### src/rtl/dmem_pkg.sv
// Shared types for the data-memory store buffer.
//   sb_state_t : drain/refill FSM states
//   sb_entry_t : one store-buffer entry at the default 32-bit width
//   ptr_w()    : pointer width for a given entry count
package dmem_pkg;

  function automatic int ptr_w(input int depth);
    return (depth > 1) ? $clog2(depth) : 1;
  endfunction

  localparam int SB_N     = 32;
  localparam int SB_DEPTH = 4;
  localparam int SB_PTR_W = ptr_w(SB_DEPTH);

  typedef enum logic [1:0] {IDLE, WR, RD, RDONE} sb_state_t;

  typedef struct packed {
    logic            valid;
    logic [SB_N-3:0] waddr;  // word address, byte offset dropped
    logic [SB_N-1:0] data;
  } sb_entry_t;

endpackage

### src/rtl/dmem_store_buffer_fifo.sv
// store_fifo: in-order circular store buffer.
//   push/push_waddr/push_data : enqueue at tail
//   pop                        : retire head
//   cw_en/cw_idx/cw_data       : overwrite data of an existing entry
//   lk_waddr -> lk_hit/lk_idx/lk_data/lk_is_head : youngest-match lookup
//   head_waddr/head_data, count : head entry view and occupancy (0..DEPTH)
module store_fifo
  import dmem_pkg::*;
#(
  parameter int n     = 32,
  parameter int DEPTH = 4
) (
  input  logic                      clk,
  input  logic                      rst_n,
  input  logic                      push,
  input  logic [n-3:0]              push_waddr,
  input  logic [n-1:0]              push_data,
  input  logic                      pop,
  input  logic                      cw_en,
  input  logic [ptr_w(DEPTH)-1:0]   cw_idx,
  input  logic [n-1:0]              cw_data,
  input  logic [n-3:0]              lk_waddr,
  output logic                      lk_hit,
  output logic [ptr_w(DEPTH)-1:0]   lk_idx,
  output logic [n-1:0]              lk_data,
  output logic                      lk_is_head,
  output logic [n-3:0]              head_waddr,
  output logic [n-1:0]              head_data,
  output logic [ptr_w(DEPTH):0]     count
);
  localparam int PW = ptr_w(DEPTH);
  localparam int CW = PW + 1;

  logic [DEPTH-1:0]          valid_q, valid_d;
  logic [DEPTH-1:0][n-3:0]   waddr_q, waddr_d;
  logic [DEPTH-1:0][n-1:0]   data_q,  data_d;
  logic [PW-1:0]             head_q,  head_d;
  logic [PW-1:0]             tail_q,  tail_d;
  logic [CW-1:0]             count_q, count_d;
  logic [PW-1:0]             scan;

  always_comb begin
    valid_d = valid_q;
    waddr_d = waddr_q;
    data_d  = data_q;
    head_d  = head_q;
    tail_d  = tail_q;
    if (cw_en) data_d[cw_idx] = cw_data;
    if (pop) begin
      valid_d[head_q] = 1'b0;
      head_d          = head_q + PW'(1);
    end
    if (push) begin
      valid_d[tail_q] = 1'b1;
      waddr_d[tail_q] = push_waddr;
      data_d[tail_q]  = push_data;
      tail_d          = tail_q + PW'(1);
    end
    count_d = count_q + CW'(push) - CW'(pop);
  end

  // Scan oldest to youngest; the last match seen is the youngest.
  always_comb begin
    lk_hit  = 1'b0;
    lk_idx  = head_q;
    lk_data = '0;
    scan    = '0;
    for (int i = 0; i < DEPTH; i++) begin
      scan = head_q + PW'(i);
      if (valid_q[scan] && waddr_q[scan] == lk_waddr) begin
        lk_hit  = 1'b1;
        lk_idx  = scan;
        lk_data = data_q[scan];
      end
    end
  end

  assign lk_is_head = (lk_idx == head_q);
  assign head_waddr = waddr_q[head_q];
  assign head_data  = data_q[head_q];
  assign count      = count_q;

  always_ff @(posedge clk or negedge rst_n) begin
    if (!rst_n) begin
      valid_q <= '0;
      waddr_q <= '0;
      data_q  <= '0;
      head_q  <= '0;
      tail_q  <= '0;
      count_q <= '0;
    end else begin
      valid_q <= valid_d;
      waddr_q <= waddr_d;
      data_q  <= data_d;
      head_q  <= head_d;
      tail_q  <= tail_d;
      count_q <= count_d;
    end
  end

endmodule

### src/rtl/dmem_store_buffer.sv
// dmem_store_buffer: data-memory front end with a posted store buffer.
//   memwrite/memread/addr/writedata : datapath request (store wins if both)
//   readdata/stall                  : load result and datapath hold
//   buf_empty                       : nothing buffered and no write in flight
//   mem_req/mem_we/mem_addr/mem_wdata, mem_rdata/mem_ack : memory handshake
// Build option STORE_COALESCE_EN: a store matching a buffered non-head entry
// overwrites that entry instead of allocating one (and never stalls).
module dmem_store_buffer
  import dmem_pkg::*;
#(
  parameter int n     = 32,
  parameter int DEPTH = 4
) (
  input  logic         clk,
  input  logic         reset,
  input  logic         memwrite,
  input  logic         memread,
  input  logic [n-1:0] addr,
  input  logic [n-1:0] writedata,
  output logic [n-1:0] readdata,
  output logic         stall,
  output logic         buf_empty,
  output logic         mem_req,
  output logic         mem_we,
  output logic [n-1:0] mem_addr,
  output logic [n-1:0] mem_wdata,
  input  logic [n-1:0] mem_rdata,
  input  logic         mem_ack
);
  localparam int PW = ptr_w(DEPTH);
  localparam int CW = PW + 1;

  sb_state_t    state_q, state_d;
  logic         mem_req_q, mem_req_d;
  logic         mem_we_q, mem_we_d;
  logic [n-1:0] mem_addr_q, mem_addr_d;
  logic [n-1:0] mem_wdata_q, mem_wdata_d;
  logic [n-1:0] rdata_q, rdata_d;

  logic          st, ld, full, coal, push, pop, load_miss;
  logic [n-3:0]  waddr, head_waddr;
  logic [n-1:0]  head_data, lk_data;
  logic          lk_hit, lk_is_head;
  logic [PW-1:0] lk_idx;
  logic [CW-1:0] count;
  logic          unused_bits;

  assign st    = memwrite;
  assign ld    = memread & ~memwrite;
  assign waddr = addr[n-1:2];
  assign full  = (count == CW'(DEPTH));

`ifdef STORE_COALESCE_EN
  assign coal        = st & lk_hit & ~lk_is_head;
  assign unused_bits = ^addr[1:0];
`else
  assign coal        = 1'b0;
  assign unused_bits = ^{addr[1:0], lk_is_head};
`endif

  // Full is judged on the pre-pop count, so a same-cycle drain ack does not
  // let the store in; it is taken on the retry.
  assign push      = st & ~full & ~coal;
  assign pop       = (state_q == WR) & mem_req_q & mem_ack;
  assign load_miss = ld & ~lk_hit & (state_q != RDONE);
  assign stall     = (st & full & ~coal) | load_miss;
  assign readdata  = (ld & lk_hit) ? lk_data : rdata_q;
  assign buf_empty = (count == '0) && (state_q != WR);

  assign mem_req   = mem_req_q;
  assign mem_we    = mem_we_q;
  assign mem_addr  = mem_addr_q;
  assign mem_wdata = mem_wdata_q;

  store_fifo #(.n(n), .DEPTH(DEPTH)) u_fifo (
    .clk        (clk),
    .rst_n      (reset),
    .push       (push),
    .push_waddr (waddr),
    .push_data  (writedata),
    .pop        (pop),
    .cw_en      (coal),
    .cw_idx     (lk_idx),
    .cw_data    (writedata),
    .lk_waddr   (waddr),
    .lk_hit     (lk_hit),
    .lk_idx     (lk_idx),
    .lk_data    (lk_data),
    .lk_is_head (lk_is_head),
    .head_waddr (head_waddr),
    .head_data  (head_data),
    .count      (count)
  );

  // In WR/RD a low mem_req_q marks the bubble cycle after a completed
  // transaction; the next request is launched from there.
  always_comb begin
    state_d     = state_q;
    mem_req_d   = mem_req_q;
    mem_we_d    = mem_we_q;
    mem_addr_d  = mem_addr_q;
    mem_wdata_d = mem_wdata_q;
    rdata_d     = rdata_q;
    case (state_q)
      IDLE: begin
        if (load_miss) begin
          state_d    = RD;
          mem_req_d  = 1'b1;
          mem_we_d   = 1'b0;
          mem_addr_d = {waddr, 2'b00};
        end else if (count != '0) begin
          state_d     = WR;
          mem_req_d   = 1'b1;
          mem_we_d    = 1'b1;
          mem_addr_d  = {head_waddr, 2'b00};
          mem_wdata_d = head_data;
        end else if (push) begin
          // Empty buffer: the store being enqueued is the head next cycle.
          state_d     = WR;
          mem_req_d   = 1'b1;
          mem_we_d    = 1'b1;
          mem_addr_d  = {waddr, 2'b00};
          mem_wdata_d = writedata;
        end
      end
      WR: begin
        if (!mem_req_q) begin
          mem_req_d   = 1'b1;
          mem_we_d    = 1'b1;
          mem_addr_d  = {head_waddr, 2'b00};
          mem_wdata_d = head_data;
        end else if (mem_ack) begin
          mem_req_d = 1'b0;
          if (load_miss)                   state_d = RD;
          else if (count > CW'(1) || push) state_d = WR;
          else                             state_d = IDLE;
        end
      end
      RD: begin
        if (!mem_req_q) begin
          mem_req_d  = 1'b1;
          mem_we_d   = 1'b0;
          mem_addr_d = {waddr, 2'b00};
        end else if (mem_ack) begin
          mem_req_d = 1'b0;
          rdata_d   = mem_rdata;
          state_d   = RDONE;
        end
      end
      RDONE:   state_d = IDLE;
      default: state_d = IDLE;
    endcase
  end

  always_ff @(posedge clk or negedge reset) begin
    if (!reset) begin
      state_q     <= IDLE;
      mem_req_q   <= 1'b0;
      mem_we_q    <= 1'b0;
      mem_addr_q  <= '0;
      mem_wdata_q <= '0;
      rdata_q     <= '0;
    end else begin
      state_q     <= state_d;
      mem_req_q   <= mem_req_d;
      mem_we_q    <= mem_we_d;
      mem_addr_q  <= mem_addr_d;
      mem_wdata_q <= mem_wdata_d;
      rdata_q     <= rdata_d;
    end
  end

endmodule

### config.mk
export PLATFORM = sky130hd
export DESIGN_NAME = dmem_store_buffer
export DESIGN_NICKNAME = d
export VERILOG_FILES = /design/src/rtl/dmem_pkg.sv /design/src/rtl/dmem_store_buffer_fifo.sv /design/src/rtl/dmem_store_buffer.sv
export SDC_FILE = /design/constraint.sdc
export NUM_CORES = 1
export LEC_CHECK = 0
export BUFFER_PORTS_ARGS = -buffer_cell sky130_fd_sc_hd__buf_2
export CELL_PAD_IN_SITES_DETAIL_PLACEMENT = 1
export CELL_PAD_IN_SITES_GLOBAL_PLACEMENT = 2
export CORE_MARGIN = 5
export CORE_UTILIZATION = 45
export DETAILED_ROUTE_END_ITERATION = 8
export HOLD_SLACK_MARGIN = 0.15
export PLACE_DENSITY_LB_ADDON = 0.1
export SLEW_MARGIN = 15
export SYNTH_ARGS = -nofsm -noshare
export SYNTH_HDL_FRONTEND = slang
export SYNTH_SLANG_ARGS = --single-unit
### constraint.sdc
create_clock -name clk -period 8.4 [get_ports clk]
set_input_delay 0 -clock clk [delete_from_list [all_inputs] [get_ports clk]]
set_output_delay 0 -clock clk [all_outputs]
set_load 0.005 [all_outputs]
**Yosys cells after proc, flatten, opt, wreduce, memory -nomap -nowiden**

Cells that the tools add are included.

- Add/subtract/negate cells: 6
- Multipliers: 0
- Div/mod/pow operators: 0
- $lt $le $gt $ge: 8
- Equal/unequal tests: 19
- Shift operators: 0
- Mux-type cells: 76
- Bitwise logic cells: 15
- Reductions and logical operators: 20

Operators with widths:

| kind | number |
|---|---|
| 32-bit 2-to-1 mux | 19 |
| 32-bit binary-select mux with 2-bit select | 4 |
| 30-bit binary-select mux with 2-bit select | 4 |
| 30-bit 2-to-1 mux | 5 |
| 128-bit bitwise mux | 1 |
| 120-bit bitwise mux | 1 |
| 30-bit == test | 4 |
| 32-bit case mux with 3 select lines | 1 |
| 32-bit demux with 2-bit select | 1 |
| 32-bit case mux with 2 select lines | 1 |
| 30-bit demux with 2-bit select | 1 |
| 1-bit 2-to-1 mux | 19 |
| 2-bit 2-to-1 mux | 8 |
| 2-bit != test, second input constant | 8 |
| 2-bit by 3-bit less-than comparator with 1-bit output, second input constant | 5 |
| 1-bit AND | 8 |
| 1-bit binary-select mux with 2-bit select | 4 |
| 4-bit 2-to-1 mux | 2 |
| 2-bit case mux with 4 select lines | 1 |
| 4-bit AND reduction | 2 |
| 1-bit logical AND | 7 |
| 3-bit nonzero test | 2 |
| 5-bit AND reduction | 1 |
| 2-bit by 1-bit adder with 2-bit output, second input constant | 2 |
| 26 further kinds | 33 |

- Register bits after elaboration: 359
- Latch bits: 0
- Bits in writable memories: 0
- Bits in read-only memories: 0
- Input bits: 101
- Output and inout port bits: 100
- Memories: 0

**Longest topological paths before layout**

- Depth after elaboration: 15
- Mapped depth: 23
- Mapped depth without buffers: 11

**Cells and area by module**

From an unflattened synthesis, not the netlist that was laid out.

- Cell total of the unflattened synthesis: 2352
- Area total of the unflattened synthesis: 26160.1 um^2

Modules (own cells, without submodules):

| module | instances | cells an instance | area an instance (um^2) | seq. area each (um^2) |
|---|---|---|---|---|
| store_fifo | 1 | 1791 | 20413.3 | 6481.2 |
| dmem_store_buffer | 1 | 561 | 5746.8 | 2452.4 |

**Worst setup path before layout**

No wires, ideal clock.

- Path type: reg2reg
- Start point: register u_fifo.head_q[0]
- End point: register mem_wdata_q[0] (netlist: mem_wdata[0])
- Setup time: 0.127 ns
- Arrival time: 5.198 ns
- Data required time: 8.273 ns
- Setup slack: 3.074 ns
- Stages on the path, launching flop included: 22
- Buffers on the path: 11
- Cell sequence: dfrtp_1 buf_4 buf_4 inv_1 buf_2 buf_1 buf_1 ha_1 buf_2 buf_4 buf_2 mux4_2 xor2_1 nor4b_1 nand3_1 or4_1 buf_2 and4_1 buf_2 a211oi_4 buf_6 mux2_1

- Elaborated cells on any way between the ends: 42
- Those cells by class: add/sub: 3; eq/ne: 5; mux: 26; bitwise: 3; reduce/logical: 5

RTL lines:

| element | line | RTL |
|---|---|---|
| start: declaration | dmem_store_buffer_fifo.sv:37 | `logic [PW-1:0] head_q, head_d;` |
| start signal: assignment | dmem_store_buffer_fifo.sv:88 | `head_q <= '0;` |
| start signal: assignment | dmem_store_buffer_fifo.sv:95 | `head_q <= head_d;` |
| 2-bit adder * | dmem_store_buffer_fifo.sv:69 | `scan = head_q + PW'(i);` |
| named net u_fifo.scan[0] | dmem_store_buffer_fifo.sv:40 | `logic [PW-1:0] scan;` |
| 30-bit binary-select mux with 2-bit select | dmem_store_buffer_fifo.sv:70 | `if (valid_q[scan] && waddr_q[scan] == lk_waddr) begin` |
| 30-bit 2-to-1 mux (implied by the code) | dmem_store_buffer_fifo.sv:70 |  |
| 30-bit == test | dmem_store_buffer_fifo.sv:70 |  |
| 1-bit logical AND * | dmem_store_buffer_fifo.sv:70 |  |
| 1-bit 2-to-1 mux * | dmem_store_buffer_fifo.sv:70 |  |
| 1-bit NOT * | dmem_store_buffer.sv:65 | `assign load_miss = ld & ~lk_hit & (state_q != RDONE);` |
| 1-bit AND * (2 in series) | dmem_store_buffer.sv:65 |  |
| 2-bit != test (no line) * | -- |  |
| 4-bit AND reduction (no line) * | -- |  |
| end signal: assignment | dmem_store_buffer.sv:168 | `mem_wdata_q <= mem_wdata_d;` |
| end: declaration | dmem_store_buffer.sv:37 | `logic [n-1:0] mem_wdata_q, mem_wdata_d;` |

Mark *: on every way through the listed nets, which the timed path passes. The rest lies on a longest branch. The select of a mux whose other input is x is not followed.
A chain may end at the register's enable or synchronous reset.

**Worst setup path in the final report**

- Start point: register u_fifo.head_q[1]
- End point: output port readdata[15]

- Cells in the longest elaborated chain, start to end: 10
- Elaborated cells on any way between the ends: 45
- Those cells by class: add/sub: 3; eq/ne: 4; mux: 33; bitwise: 1; reduce/logical: 4

Ends and longest elaborated chain:

| element | line | RTL |
|---|---|---|
| 2-bit by 1-bit adder with 2-bit output / 30-bit binary-select mux with 2-bit select (equally long branches) | dmem_store_buffer_fifo.sv:69, dmem_store_buffer_fifo.sv:70 |  |
| 30-bit binary-select mux with 2-bit select / 30-bit 2-to-1 mux (equally long branches) | dmem_store_buffer_fifo.sv:70 |  |
| 30-bit 2-to-1 mux (implied by the code) / 30-bit == test (equally long branches) | dmem_store_buffer_fifo.sv:70 |  |
| 30-bit == test / 1-bit logical AND (equally long branches) | dmem_store_buffer_fifo.sv:70 |  |
| 1-bit logical AND / 1-bit 2-to-1 mux (equally long branches) | dmem_store_buffer_fifo.sv:70 |  |
| 1-bit 2-to-1 mux (3 in series) | dmem_store_buffer_fifo.sv:70 |  |
| 1-bit AND | dmem_store_buffer.sv:67 | `assign readdata = (ld & lk_hit) ? lk_data : rdata_q;` |
| 32-bit 2-to-1 mux * | dmem_store_buffer.sv:67 |  |
| end: declaration | dmem_store_buffer.sv:20 | `output logic [n-1:0] readdata,` |

Mark *: on every way between the ends. The rest lies on a longest branch, timed or not. The select of a mux whose other input is x is not followed.

==> flow_summary.json <==
{
  "cts_setup_buffers": 0,
  "fp-row-count": 85,
  "cts_inserted_buffers": 44,
  "hpwl_um": 56000,
  "ys_top_cells_by_area": "dfrtp_1 36%, mux4_2 19%, mux2_2 13%, mux2i_1 4.0%, xnor2_1 3.2%",
  "crit_slowest_cell": "dfrtp_4",
  "areaGrowthSynthToFinish_pct": 16.1,
  "gp_congestion": 0.922,
  "status": "complete, no violations",
  "ys.flop_type": "dfrtp_1",
  "p_leak_nw": 11.3,
  "die_h_um": 244,
  "async_reset_ff_share_pct": 100,
  "slew_viol_final": 0,
  "io_pins": 201,
  "regToRegEndpoint": "mem_wdata[7]",
  "totalWireLength_um": 86200,
  "synth_area_per_cell_um2": 11.8,
  "met3_usage_pct": 5.58,
  "end_kind": "output port",
  "yosys_warnings": 0,
  "dieArea_mm2": 0.0593,
  "holdPathStages": 3,
  "dr.first_iter.drc_count": 1618,
  "power_density_mw_per_mm2": 483,
  "tightest_slew_ns": 1.17,
  "insertion_delay_ns": 0.58,
  "regToRegSetupSlack_ns": 2.01,
  "clock-sinks": 357,
  "vias_per_cell": 6.51,
  "grt_util_met2_pct": 46.3,
  "r2r-start": "u_fifo.head_q[1]",
  "stdcell_area_mm2": 0.0285,
  "relSlewSlack_pct": 21.9,
  "max_freq_mhz": 146,
  "core_area_mm2": 0.0539,
  "worstHoldEndpoint": "rdata_q[17]",
  "yosysSeqAreaShare_pct": 36.4,
  "reg2reg_depth": 13,
  "synth_edf_count": 0,
  "critical_path_class": "reg -> out",
  "clock_path_buffers": 3,
  "final_nets": 2379,
  "critical_path.max_stage_delay_ns": 0.92,
  "grt.total_usage_pct": 28.5,
  "ctsRootBufferMaster": "clkbuf_16",
  "syn-cell-area_mm2": 0.0245,
  "synth_cell_types": 74,
  "hp-class": "in -> reg",
  "cp.required_ns": 8.40,
  "first_pass_iters": 5,
  "crit_fanout": 48,
  "antenna_found_initial": 0,
  "cts.clk_slew.worst_paths_ns": 0.06,
  "clock_skew_ns": 0.0148,
  "grt.busiest_layer": "met2",
  "netlist.top_cell.by_area": "dfrtp_1",
  "hold_violations": 0,
  "max-vdd-ir-drop_mv": 0.223,
  "synth.top_cell.area_share_pct": 36.4,
  "grt_setup_unrepaired": "no",
  "drc": 0,
  "grt_first_pass_wirelength_um": 132000,
  "grt_max_degree": 166,
  "synthCells": 2080,
  "start_util_pct": 45.5,
  "grt_use_met1_pct": 40.1,
  "critPathLaunchType": "flip-flop",
  "setup-violations-final": 0,
  "worstHoldStart": "mem_rdata[17]",
  "cp_cell_sequence": "inv_1 > ha_4 > buf_4 > mux2i_1 > nor2_1 > nor4_1 > and3_1 > o211a_1 > a21oi_1 > a31oi_4 > buf_4 > nor2_1 > a31oi_1 > buf_2",
  "place_area_mm2": 0.0260,
  "io_buffers": 196,
  "vias": 19491,
  "post-route-period-util_pct": 81.5,
  "wire_per_inst_um": 28.8,
  "cts_tree": "yes",
  "synth-seq-cells": 357,
  "tns_ns": 0,
  "drive_above_1_share_pct": 35.8,
  "grt_pass1_vias": 20586,
  "drv_cap": 0,
  "fin_crit_ns": 6.84,
  "grt_overflow_total": 0,
  "die_w_um": 244,
  "n_antenna_cell": 0,
  "fill_cells": 5569,
  "antenna_left": 0,
  "htree_levels": 2,
  "arrival_ns": 6.84
}
==> Yosys cell counts, types with 34 or more instances <==
| cell type | instances |
|---|---|
| mux2_2 | 286 |
| nand4_1 | 34 |
| o211ai_1 | 67 |
| and2_1 | 35 |
| nor2_1 | 56 |
| xnor2_1 | 91 |
| nand2_1 | 119 |
| mux4_2 | 206 |
| o21ai_0 | 119 |
| mux2i_1 | 98 |
| a31oi_1 | 66 |
| nand3_1 | 42 |
| a21oi_1 | 72 |
| clkbuf_1 | 137 |
| dfrtp_1 | 357 |
==> per-layer routing <==
metal / part of all wire, % / vias to the layer above
met4: 2.3 / 0
li1: - / 8369
met2: 48 / 657
met1: 43 / 10339
met3: 6.6 / 126
met5: 0 / -
==> state kept, by name, summed over array words and instances (netlist names) <==
name	cells
u_fifo.data_q	128
u_fifo.head_q	2
mem_addr	30
rdata_q	32
mem_wdata	32
mem_req	1
u_fifo.count	3
mem_we	1
u_fifo.valid_q	4
u_fifo.tail_q	2
state_q	2
u_fifo.waddr_q	120
==> layout by cell type (no fill, tap or decap), drive strengths merged, types with 72 or more instances in the layout <==
master / instances
nand2: 119
xnor2: 91
mux4: 206
mux2i: 98
a21oi: 72
buf: 238
dlygate4sd3: 100
mux2: 319
dfrtp: 357
o21ai: 119
==> layout make-up <==
class	count	area (um^2)	share of cell area, %
multi-input combinational	1497	14700	51.7
sequential	357	8940	31.4
timing repair buffer	338	2360	8.30
clock buffer	66	1300	4.55
tap	696	871	3.06
clock inverter	16	200	0.703
inverter	23	86.3	0.303
==> metrics by stage <==
stage / hold slack [ns] / total power [mW] / util [%] / cells / worst slack, ns
6_report: 0.188 / 13.8 / 52.8 / 2993 / 1.56
5_1_grt: 0.160 / 14.6 / 52.8 / 2993 / 1.27
4_1_cts: 0.154 / 13.8 / 52.8 / 2993 / 1.57
3_5_place_dp: 0.0441 / 11.7 / 48.2 / 2810 / 2.16
3_3_place_gp: 0.0419 / 11.4 / 48.2 / 2810 / 2.25
2_1_floorplan: -0.296 / 9.37 / - / 2081 / 3.07
==> repair_timing <==
item | CTS | global route
endpoints found under the setup margin | 0 | 0
hold endpoints to repair | 424 | 0
resized for setup | 0 | 0
hold buffers | 101 | 0
==> kinds of logic (layout without fill, tap and decap cells) <==
kind of cell	Yosys count	in the layout	share of synthesized area, %
mux	623	623	37.5
buf+inv	227	443	4.03
fa+ha+maj	17	17	0.897
simple gates	347	347	7.08
compound gates	407	407	10.4
xor+xnor	101	101	3.61
other cells	1	2	0.0153
flops	357	357	36.4
==> critical path, delay by kind of cell, from the launching register on <==
kind / cells / cell delay (ns)
AO/OA/AOI/OAI: 4 / 1.41
AND/OR/NAND/NOR: 4 / 1.14
multiplexers: 1 / 0.47
buffers and inverters: 4 / 1.30
adder cells (fa/ha/maj): 1 / 0.90
flip-flops: 1 / 0.92
==> power breakdown <==
group	switching (mW)	internal, mW
Clock	0.790	1.19
Combinational	4.01	4.09
Sequential	1.07	2.63
==> worst max path at each step <==
stage	startpoint	end	slack, ns	depth (start not counted)
floorplan	u_fifo.head_q[0]	mem_wdata[0]	3.07	21
global placement	u_fifo.head_q[1]	mem_wdata[1]	2.25	12
detailed placement	u_fifo.head_q[1]	mem_wdata[4]	2.16	13
CTS	u_fifo.head_q[1]	readdata[15]	1.57	13
global route	u_fifo.head_q[1]	readdata[15]	1.27	14
finish	u_fifo.head_q[1]	readdata[15]	1.56	14
(Power assumes the default switching activity.)
